File: src/rtl/logic_basic_queue_pkg.sv
// -----------------------------------------------------------------------------
// logic_basic_queue_pkg
// Shared definitions for the generic queue's write-side controller.
//   logic_basic_queue_write_state_t : packet-mode write FSM states
//   pointer_width()                 : pointer width (address bits + wrap bit)
// -----------------------------------------------------------------------------
package logic_basic_queue_pkg;

    typedef enum logic [1:0] {
        IDLE      = 2'd0,  // between packets, nothing uncommitted
        IN_PACKET = 2'd1,  // at least one beat of the current packet written
        DISCARD   = 2'd2   // oversize packet: swallow beats until tlast
    } logic_basic_queue_write_state_t;

    // Pointers carry one extra MSB so that full (wrap bits differ) and
    // empty (wrap bits equal) are distinguishable with equal address bits.
    function automatic int pointer_width(input int address_width);
        return address_width + 1;
    endfunction

endpackage

File: src/rtl/logic_basic_queue_packet_write_if.sv
// -----------------------------------------------------------------------------
// logic_basic_queue_packet_write_if
// AXI4-Stream receive channel into the queue write controller.
//   tvalid : beat valid                 (master -> slave)
//   tdata  : beat data, DATA_WIDTH bits (master -> slave)
//   tlast  : last beat of a packet      (master -> slave)
//   tuser  : drop request on last beat  (master -> slave)
//   tready : beat ready                 (slave  -> master)
// DATA_WIDTH must match the DATA_WIDTH of the controller it is bound to.
// -----------------------------------------------------------------------------
interface logic_basic_queue_packet_write_if #(
    parameter int DATA_WIDTH = 1
);
    logic                  tvalid;
    logic [DATA_WIDTH-1:0] tdata;
    logic                  tlast;
    logic                  tuser;
    logic                  tready;

    modport master (
        output tvalid, tdata, tlast, tuser,
        input  tready
    );

    modport slave (
        input  tvalid, tdata, tlast, tuser,
        output tready
    );
endinterface

File: src/rtl/logic_basic_queue_packet_write.sv
// -----------------------------------------------------------------------------
// logic_basic_queue_packet_write
// Write-side controller of the generic queue. Accepts AXI4-Stream beats,
// drives the RAM write port and publishes a commit pointer to the reader.
// With PACKET_MODE=1 a packet only becomes visible once its last beat is
// accepted; packets flagged by tuser, or longer than the queue, are rolled
// back and never become visible.
//
// Parameters
//   DATA_WIDTH    : beat / RAM data width
//   ADDRESS_WIDTH : RAM address width, DEPTH = 2**ADDRESS_WIDTH
//   PACKET_MODE   : 0 = commit every beat, 1 = commit on tlast
// Ports
//   aclk, areset_n : clock, asynchronous active-low reset
//   rx             : AXI4-Stream slave (tready is registered)
//   write_enable   : RAM write strobe (combinational)
//   write_address  : RAM write address
//   write_data     : RAM write data
//   read_pointer   : reader's pointer, including wrap bit
//   commit_pointer : end of committed data (exclusive), including wrap bit
//   packet_dropped : one-cycle pulse when a packet is rolled back
// -----------------------------------------------------------------------------
module logic_basic_queue_packet_write
    import logic_basic_queue_pkg::*;
#(
    parameter int DATA_WIDTH    = 1,
    parameter int ADDRESS_WIDTH = 1,
    parameter int PACKET_MODE   = 0,
    localparam int POINTER_WIDTH = pointer_width(ADDRESS_WIDTH)
) (
    input  logic                               aclk,
    input  logic                               areset_n,
    logic_basic_queue_packet_write_if.slave    rx,
    output logic                               write_enable,
    output logic [ADDRESS_WIDTH-1:0]           write_address,
    output logic [DATA_WIDTH-1:0]              write_data,
    input  logic [POINTER_WIDTH-1:0]           read_pointer,
    output logic [POINTER_WIDTH-1:0]           commit_pointer,
    output logic                               packet_dropped
);

    localparam int DEPTH = 2 ** ADDRESS_WIDTH;
    localparam logic [POINTER_WIDTH-1:0] DEPTH_LEVEL       = POINTER_WIDTH'(DEPTH);
    localparam logic [POINTER_WIDTH-1:0] ALMOST_FULL_LEVEL = POINTER_WIDTH'(DEPTH - 1);
    localparam logic [POINTER_WIDTH-1:0] POINTER_ONE       = POINTER_WIDTH'(1);

    logic_basic_queue_write_state_t state;
    logic_basic_queue_write_state_t state_next;

    logic [POINTER_WIDTH-1:0] wp;
    logic [POINTER_WIDTH-1:0] wp_next;
    logic [POINTER_WIDTH-1:0] wp_inc;
    logic [POINTER_WIDTH-1:0] commit_next;
    logic [POINTER_WIDTH-1:0] used;

    logic accept;
    logic almost_full;
    logic tready_next;
    logic dropped_next;

    // ------------------------------------------------------------------
    // Data path: zero latency, the RAM write happens in the accept cycle.
    // Beats swallowed in DISCARD are not written at all.
    // ------------------------------------------------------------------
    assign accept        = rx.tvalid && rx.tready;
    assign write_enable  = accept && (state != DISCARD);
    assign write_address = wp[ADDRESS_WIDTH-1:0];
    assign write_data    = rx.tdata;

    // Pointer arithmetic wraps modulo 2**POINTER_WIDTH by construction.
    assign wp_inc      = wp + POINTER_ONE;
    assign used        = wp - read_pointer;
    // Ready is registered, so one more beat can slip in after this goes
    // high; stopping at DEPTH-1 leaves exactly that one slot spare.
    assign almost_full = (used >= ALMOST_FULL_LEVEL);

    // ------------------------------------------------------------------
    // Next-state / next-pointer logic
    // ------------------------------------------------------------------
    always_comb begin
        // NOTE: every signal gets a default before any branch so no path
        // leaves it unassigned; a missed assignment would infer a latch.
        state_next   = state;
        wp_next      = wp;
        commit_next  = commit_pointer;
        dropped_next = 1'b0;

        if (PACKET_MODE == 0) begin
            // Streaming: every accepted beat is visible on the next cycle.
            if (accept) begin
                wp_next     = wp_inc;
                commit_next = wp_inc;
            end
        end else begin
            unique case (state)
                IDLE: begin
                    if (accept) begin
                        if (rx.tlast) begin
                            // Single-beat packet. A dropped one was written
                            // to RAM but wp stays put, so it is overwritten.
                            if (rx.tuser) begin
                                dropped_next = 1'b1;
                            end else begin
                                wp_next     = wp_inc;
                                commit_next = wp_inc;
                            end
                        end else begin
                            wp_next    = wp_inc;
                            state_next = IN_PACKET;
                        end
                    end
                end

                IN_PACKET: begin
                    if (accept) begin
                        if (rx.tlast) begin
                            if (rx.tuser) begin
                                wp_next      = commit_pointer;
                                dropped_next = 1'b1;
                            end else begin
                                wp_next     = wp_inc;
                                commit_next = wp_inc;
                            end
                            state_next = IDLE;
                        end else if ((wp_inc - commit_pointer) == DEPTH_LEVEL) begin
                            // The packet has filled the whole queue without
                            // ending; it can never be committed, so roll it
                            // back now and swallow the rest.
                            wp_next    = commit_pointer;
                            state_next = DISCARD;
                        end else begin
                            wp_next = wp_inc;
                        end
                    end
                end

                DISCARD: begin
                    if (accept && rx.tlast) begin
                        dropped_next = 1'b1;
                        state_next   = IDLE;
                    end
                end

                default: begin
                    state_next = IDLE;
                end
            endcase
        end

        // DISCARD never writes, so it may accept regardless of fill level.
        tready_next = (state_next == DISCARD) ? 1'b1 : !almost_full;
    end

    // ------------------------------------------------------------------
    // State registers
    // ------------------------------------------------------------------
    // NOTE: non-blocking assignments make every register here sample the
    // pre-edge values, so the order of the statements does not matter.
    always_ff @(posedge aclk or negedge areset_n) begin
        if (!areset_n) begin
            state          <= IDLE;
            wp             <= '0;
            commit_pointer <= '0;
            rx.tready      <= 1'b0;
            packet_dropped <= 1'b0;
        end else begin
            state          <= state_next;
            wp             <= wp_next;
            commit_pointer <= commit_next;
            rx.tready      <= tready_next;
            packet_dropped <= dropped_next;
        end
    end

endmodule
File: src/flat_wrapper.sv
// flat-port wrapper written by rule: the top's interface ports become plain ports
module logic_basic_queue_packet_write_flat import logic_basic_queue_pkg::*;
#(
    parameter int DATA_WIDTH    = 1,
    parameter int ADDRESS_WIDTH = 1,
    parameter int PACKET_MODE   = 0,
    localparam int POINTER_WIDTH = pointer_width(ADDRESS_WIDTH)
)
  (aclk, areset_n, write_enable, write_address, write_data, read_pointer, commit_pointer, packet_dropped, rx_tvalid, rx_tdata, rx_tlast, rx_tuser, rx_tready);
  logic_basic_queue_packet_write_if #(.DATA_WIDTH(DATA_WIDTH)) rx_i ();
  input  logic aclk;
  input  logic areset_n;
  output logic write_enable;
  output logic [ADDRESS_WIDTH-1:0] write_address;
  output logic [DATA_WIDTH-1:0] write_data;
  input  logic [POINTER_WIDTH-1:0] read_pointer;
  output logic [POINTER_WIDTH-1:0] commit_pointer;
  output logic packet_dropped;
  input wire logic [$bits(rx_i.tvalid)-1:0] rx_tvalid;
  input wire logic [$bits(rx_i.tdata)-1:0] rx_tdata;
  input wire logic [$bits(rx_i.tlast)-1:0] rx_tlast;
  input wire logic [$bits(rx_i.tuser)-1:0] rx_tuser;
  output wire logic [$bits(rx_i.tready)-1:0] rx_tready;
  assign rx_i.tvalid = rx_tvalid;
  assign rx_i.tdata = rx_tdata;
  assign rx_i.tlast = rx_tlast;
  assign rx_i.tuser = rx_tuser;
  assign rx_tready = rx_i.tready;
  logic_basic_queue_packet_write #(.DATA_WIDTH(DATA_WIDTH), .ADDRESS_WIDTH(ADDRESS_WIDTH), .PACKET_MODE(PACKET_MODE)) u_core (.aclk(aclk), .areset_n(areset_n), .rx(rx_i), .write_enable(write_enable), .write_address(write_address), .write_data(write_data), .read_pointer(read_pointer), .commit_pointer(commit_pointer), .packet_dropped(packet_dropped));
endmodule
File: config.mk
export PLATFORM = sky130hd
export DESIGN_NAME = logic_basic_queue_packet_write_flat
export DESIGN_NICKNAME = d
export VERILOG_FILES = /design/src/rtl/logic_basic_queue_pkg.sv /design/src/rtl/logic_basic_queue_packet_write_if.sv /design/src/rtl/logic_basic_queue_packet_write.sv /design/src/flat_wrapper.sv
export SDC_FILE = /design/constraint.sdc
export NUM_CORES = 1
export LEC_CHECK = 0
export CORE_AREA = 5 5 42 44
export DETAILED_ROUTE_END_ITERATION = 10
export DIE_AREA = 0 0 47 49
export PLACE_DENSITY = 0.37
export SETUP_SLACK_MARGIN = 0.05
export SLEW_MARGIN = 20
export SYNTH_ARGS = -nofsm -noshare
export SYNTH_HDL_FRONTEND = slang
export SYNTH_SLANG_ARGS = --single-unit
File: constraint.sdc
create_clock -name aclk -period 2.13 [get_ports aclk]
set_input_delay 0.5325 -clock aclk [delete_from_list [all_inputs] [get_ports aclk]]
set_output_delay 0.5325 -clock aclk [all_outputs]
set_load 0.01 [all_outputs]
==> After elaboration in Yosys (flattened, before gate mapping) <==
Cells that the tools add are included.
{ "totals": {"regBits": 3, "word_cells": 7} }
{ "op_classes": {"addsub": 2, "n_lt_le_gt_ge": 1, "reduce_logical": 2} }
{ "op_table": {"columns": ["cell", "n"], "rows": [
  ["$add 2x1->2 const B", 1],
  ["$ge 2x1->1 const B", 1],
  ["$sub 2x2->2", 1],
  ["$logic_and 1x1->1", 1],
  ["$logic_not 1->1", 1]
]} }

==> Logic depth before layout (Yosys ltp) <==
{ "depth": {"word_depth": 3, "ltp_mapped": 2} }

==> Worst setup path before layout <==
OpenSTA, ideal clock, no wires.
{ "synth_timing": {"path_kind": "in2out", "start": "in rx_tvalid", "end": "out write_enable", "arrival_time_ns": 0.732, "path_slack_ns": 0.865, "cell_stages": 1, "n_path_buf": 0, "cell_sequence": "and2_2"} }
{ "synth_via": {"elab_chain_cells": 1} }
{ "synth_lines": {"columns": ["element", "line", "source"], "rows": [
  ["start: declaration", "flat_wrapper.sv:19", "input wire logic [$bits(rx_i.tvalid)-1:0] rx_tvalid;"],
  ["$logic_and 1x1->1", "logic_basic_queue_packet_write.sv:65", "assign accept = rx.tvalid && rx.tready;"],
  ["end: declaration", "flat_wrapper.sv:13", "output logic write_enable;"]
]} }
Every way passes these cells.

==> Worst setup path after layout <==
Ends and elaborated chain as after synthesis.

==> results list <==
- The flow ran to the end, and the final reports show no timing, DRC or antenna violations.
* Avg WL per Cell: 9.190 um
- The library cell used most frequently in the layout, excluding fill and tap cells, is sky130_fd_sc_hd__clkdlybuf4s50_1.
- Leftover overflow at the end of global routing: 0
* Number of max-slew violations in the final report: 0
- The initial utilization of the core area, before any placement, comes to 0.1089.
- Share of synthesized area occupied by flip-flops and latches: 0.4918
- Routability congestion estimate from global placement: 0.6403
* Clock slew at the register clock pins of the worst setup and hold paths: 0.04 ns
* Highest-count cells in the layout ignoring fill and taps: 8 x sky130_fd_sc_hd__clkdlybuf4s50_1, 3 x sky130_fd_sc_hd__xor2_1, 3 x sky130_fd_sc_hd__clkbuf_4, 3 x sky130_fd_sc_hd__dfrtp_1, 2 x sky130_fd_sc_hd__buf_4
* Min Tclk post-route: 1.957 ns
* Final worst setup slack: about 0.17 ns
* GR Layer Usage met1: 0.04204
- Worst setup slack before clock tree synthesis: -0.09235 ns
* Number of max-cap violations: 0
- Synth-to-Final Area Change: 83.61%
* # DRC: 0
* Dominant cell type by area after synthesis: sky130_fd_sc_hd__dfrtp_1
- Global Route Usage Sum: 0.04728
- Horizontal die dimension: approximately 47 um
* Final std cell area, no fill: between 200 and 300 um^2
- In the final layout, the share of cells above drive strength 1 is 0.2308.
- The endpoint identified for the worst register-to-register timing path is u_core.wp[0]$_DFFE_PN0P_.
* Share of the synthesized area in the top cell type: 0.4918
- Core area: between 1000 and 1500 um^2
- For this run, the post-layout net count is 35.
* Post-synth design cell area: ~150 um^2
- Gates resized during post-CTS repair numbered 1.
- Diodes inserted: 0
* Setup clock skew after layout: 0.003688 ns
- I/O pin count: 15
* Static leakage: around 0.13 nW
- In this run the post-CTS setup repair buffer count came out at 0.
* Distinct cell type count after synthesis: 8
* Maximum count of clock buffers along a single path: 2
* Worst Path Arrival: 1.42 ns
- Setup repair after global routing left no endpoint under its margin.
- The cell count after synthesis came out at 14.
* Final Hold Violating Endpoints: 0
* CTS H-tree lvls: 1
* First-pass GRT wire length: between 600 and 700 um
- Buffers inserted to repair hold after CTS numbered 0.
* Crit Path Category: in2out
- Routed Antenna Nets: 0
* Pin count of the biggest net entering global routing: 6
* Highest clock frequency the design can meet: 0.5109 GHz
* Total routed wirelength: a little under 400 um
- For this run, the share of the core covered by cells in the final layout is 0.2000.
- The tree is rooted in a sky130_fd_sc_hd__clkbuf_4.
- Ranked by total cell area, the synthesized netlist is headed by sky130_fd_sc_hd__dfrtp_1 49%, sky130_fd_sc_hd__xor2_1 17%, sky130_fd_sc_hd__buf_4 15%, sky130_fd_sc_hd__xnor2_1 5.7%, sky130_fd_sc_hd__and2_2 4.9%.
- CTS tree: done
* Cell row count: 14
* Critical path peak fanout: 2
- Clock sink total: 3
- Global-route track usage on met3: 0.01107
* Synthesis warning total: 0
* Cell area after placement: 255.2 um^2
- Peak ir drop on the vdd network: between 300 and 400 uV
* Detailed Routing Iterations Pass 1: 1
- Mean Syn Cell Area: roughly 11 um^2
- STA puts the critical path data required time at 1.60 ns.
- The number of nets handed over by synthesis was 22.
- Dividing total power by cell area gives a power density of 1368 nW/um^2.
- Initial antenna violation count: 0
- Once detailed placement completed, the half-perimeter wirelength came to about 300 um.
* Length in cells of the worst reg-to-reg path: 3
- The final route contains around 130 vias.
- In this run, CTS created clock tree buffers numbering 3.
* Flop2flop setup slack: between 1 and 1.5 ns
* Insertion delay to the later sink of the worst-skew pair: between 0.2 and 0.25 ns
* Via/cell ratio: between 3 and 4
* Worst-case hold slack: between 0.4 and 0.5 ns
- First DRT Iteration DRCs: 0
- The worst setup path is captured at a primary output.
- Setup violations remaining at the end of the flow were counted as 0.
- Height of the die: about 50 um
* Hold Path Class: in2async
- Number of flip-flops and latches in the synthesized netlist: 3
- In the finished design, the share of the clock period the worst path needs comes to 0.9189.
* Routing layer with the top usage in global route: met4
- The worst setup path is launched from a primary input.
* Input/output buffers: 9
- Met2 global-route usage: 0.06561
* Die Footprint: 2303 um^2
- Via count of the first global-routing pass: between 150 and 200
- Reg-to-reg startpoint: u_core.rx.tready$_DFF_PN0_
## metrics by stage
stage,instances,TNS (ns),power [mW]
global placement,38,-0.08761,0.2855
floorplan,14,0,0.1920
finish,42,0,0.3834
CTS,42,0,0.3950
global route,42,0,0.4161
detailed placement,38,-0.09235,0.2857
## sequential cells by signal, summed over array words and instances, names as in the netlist
| signal | flops |
|---|---|
| u_core.rx.tready | 1 |
| u_core.wp | 2 |
## per-layer routing
layer	routed length [um]	part of all wire
met1	142	0.37
met2	181	0.47
met3	37	0.096
met4	25	0.065
met5	0	0
## report_power, final
group          switching, mW  internal (mW)  total (mW)
Combinational         0.0594          0.102       0.161
Sequential            0.0338         0.0853       0.119
Clock                 0.0325         0.0704       0.103
Total                  0.126          0.258       0.383
## worst max-delay path, cell delays in order
cell and delay (ns):
sky130_fd_sc_hd__clkdlybuf4s50_1 0.41, sky130_fd_sc_hd__and2_2 0.20, sky130_fd_sc_hd__dlygate4sd2_1 0.28
## cell usage after synthesis
| library cell | instances |
|---|---|
| sky130_fd_sc_hd__nor2_1 | 1 |
| sky130_fd_sc_hd__xnor2_1 | 1 |
| sky130_fd_sc_hd__dfrtp_1 | 3 |
| sky130_fd_sc_hd__buf_4 | 3 |
| sky130_fd_sc_hd__and2_2 | 1 |
| sky130_fd_sc_hd__xor2_1 | 3 |
| sky130_fd_sc_hd__conb_1 | 1 |
| sky130_fd_sc_hd__nand3_1 | 1 |
## logic make-up after synthesis
group,Yosys count,synth area share
buf+inv,3,0.1475
flops,3,0.4918
simple gates,3,0.1065
other cells,1,0.02457
xor+xnor,4,0.2296
## worst max-delay path by stage
stage,to,startpoint,cells after the start,slack (ns)
global route,write_enable,rx_tvalid,3,0.15
finish,write_enable,rx_tvalid,3,0.17
global placement,write_enable,rx_tvalid,3,-0.09
detailed placement,write_enable,rx_tvalid,3,-0.09
CTS,write_enable,rx_tvalid,3,0.17
floorplan,write_enable,rx_tvalid,1,0.87
## cell type report
cell class                 count  area, um^2
sequential                     3       75.07
tap                           16       20.02
timing repair buffer          11       103.9
fill                         159        1121
clock buffer                   4       26.28
multi-input combinational      8       55.05
Note: power is estimated with default switching activity, not from simulation.
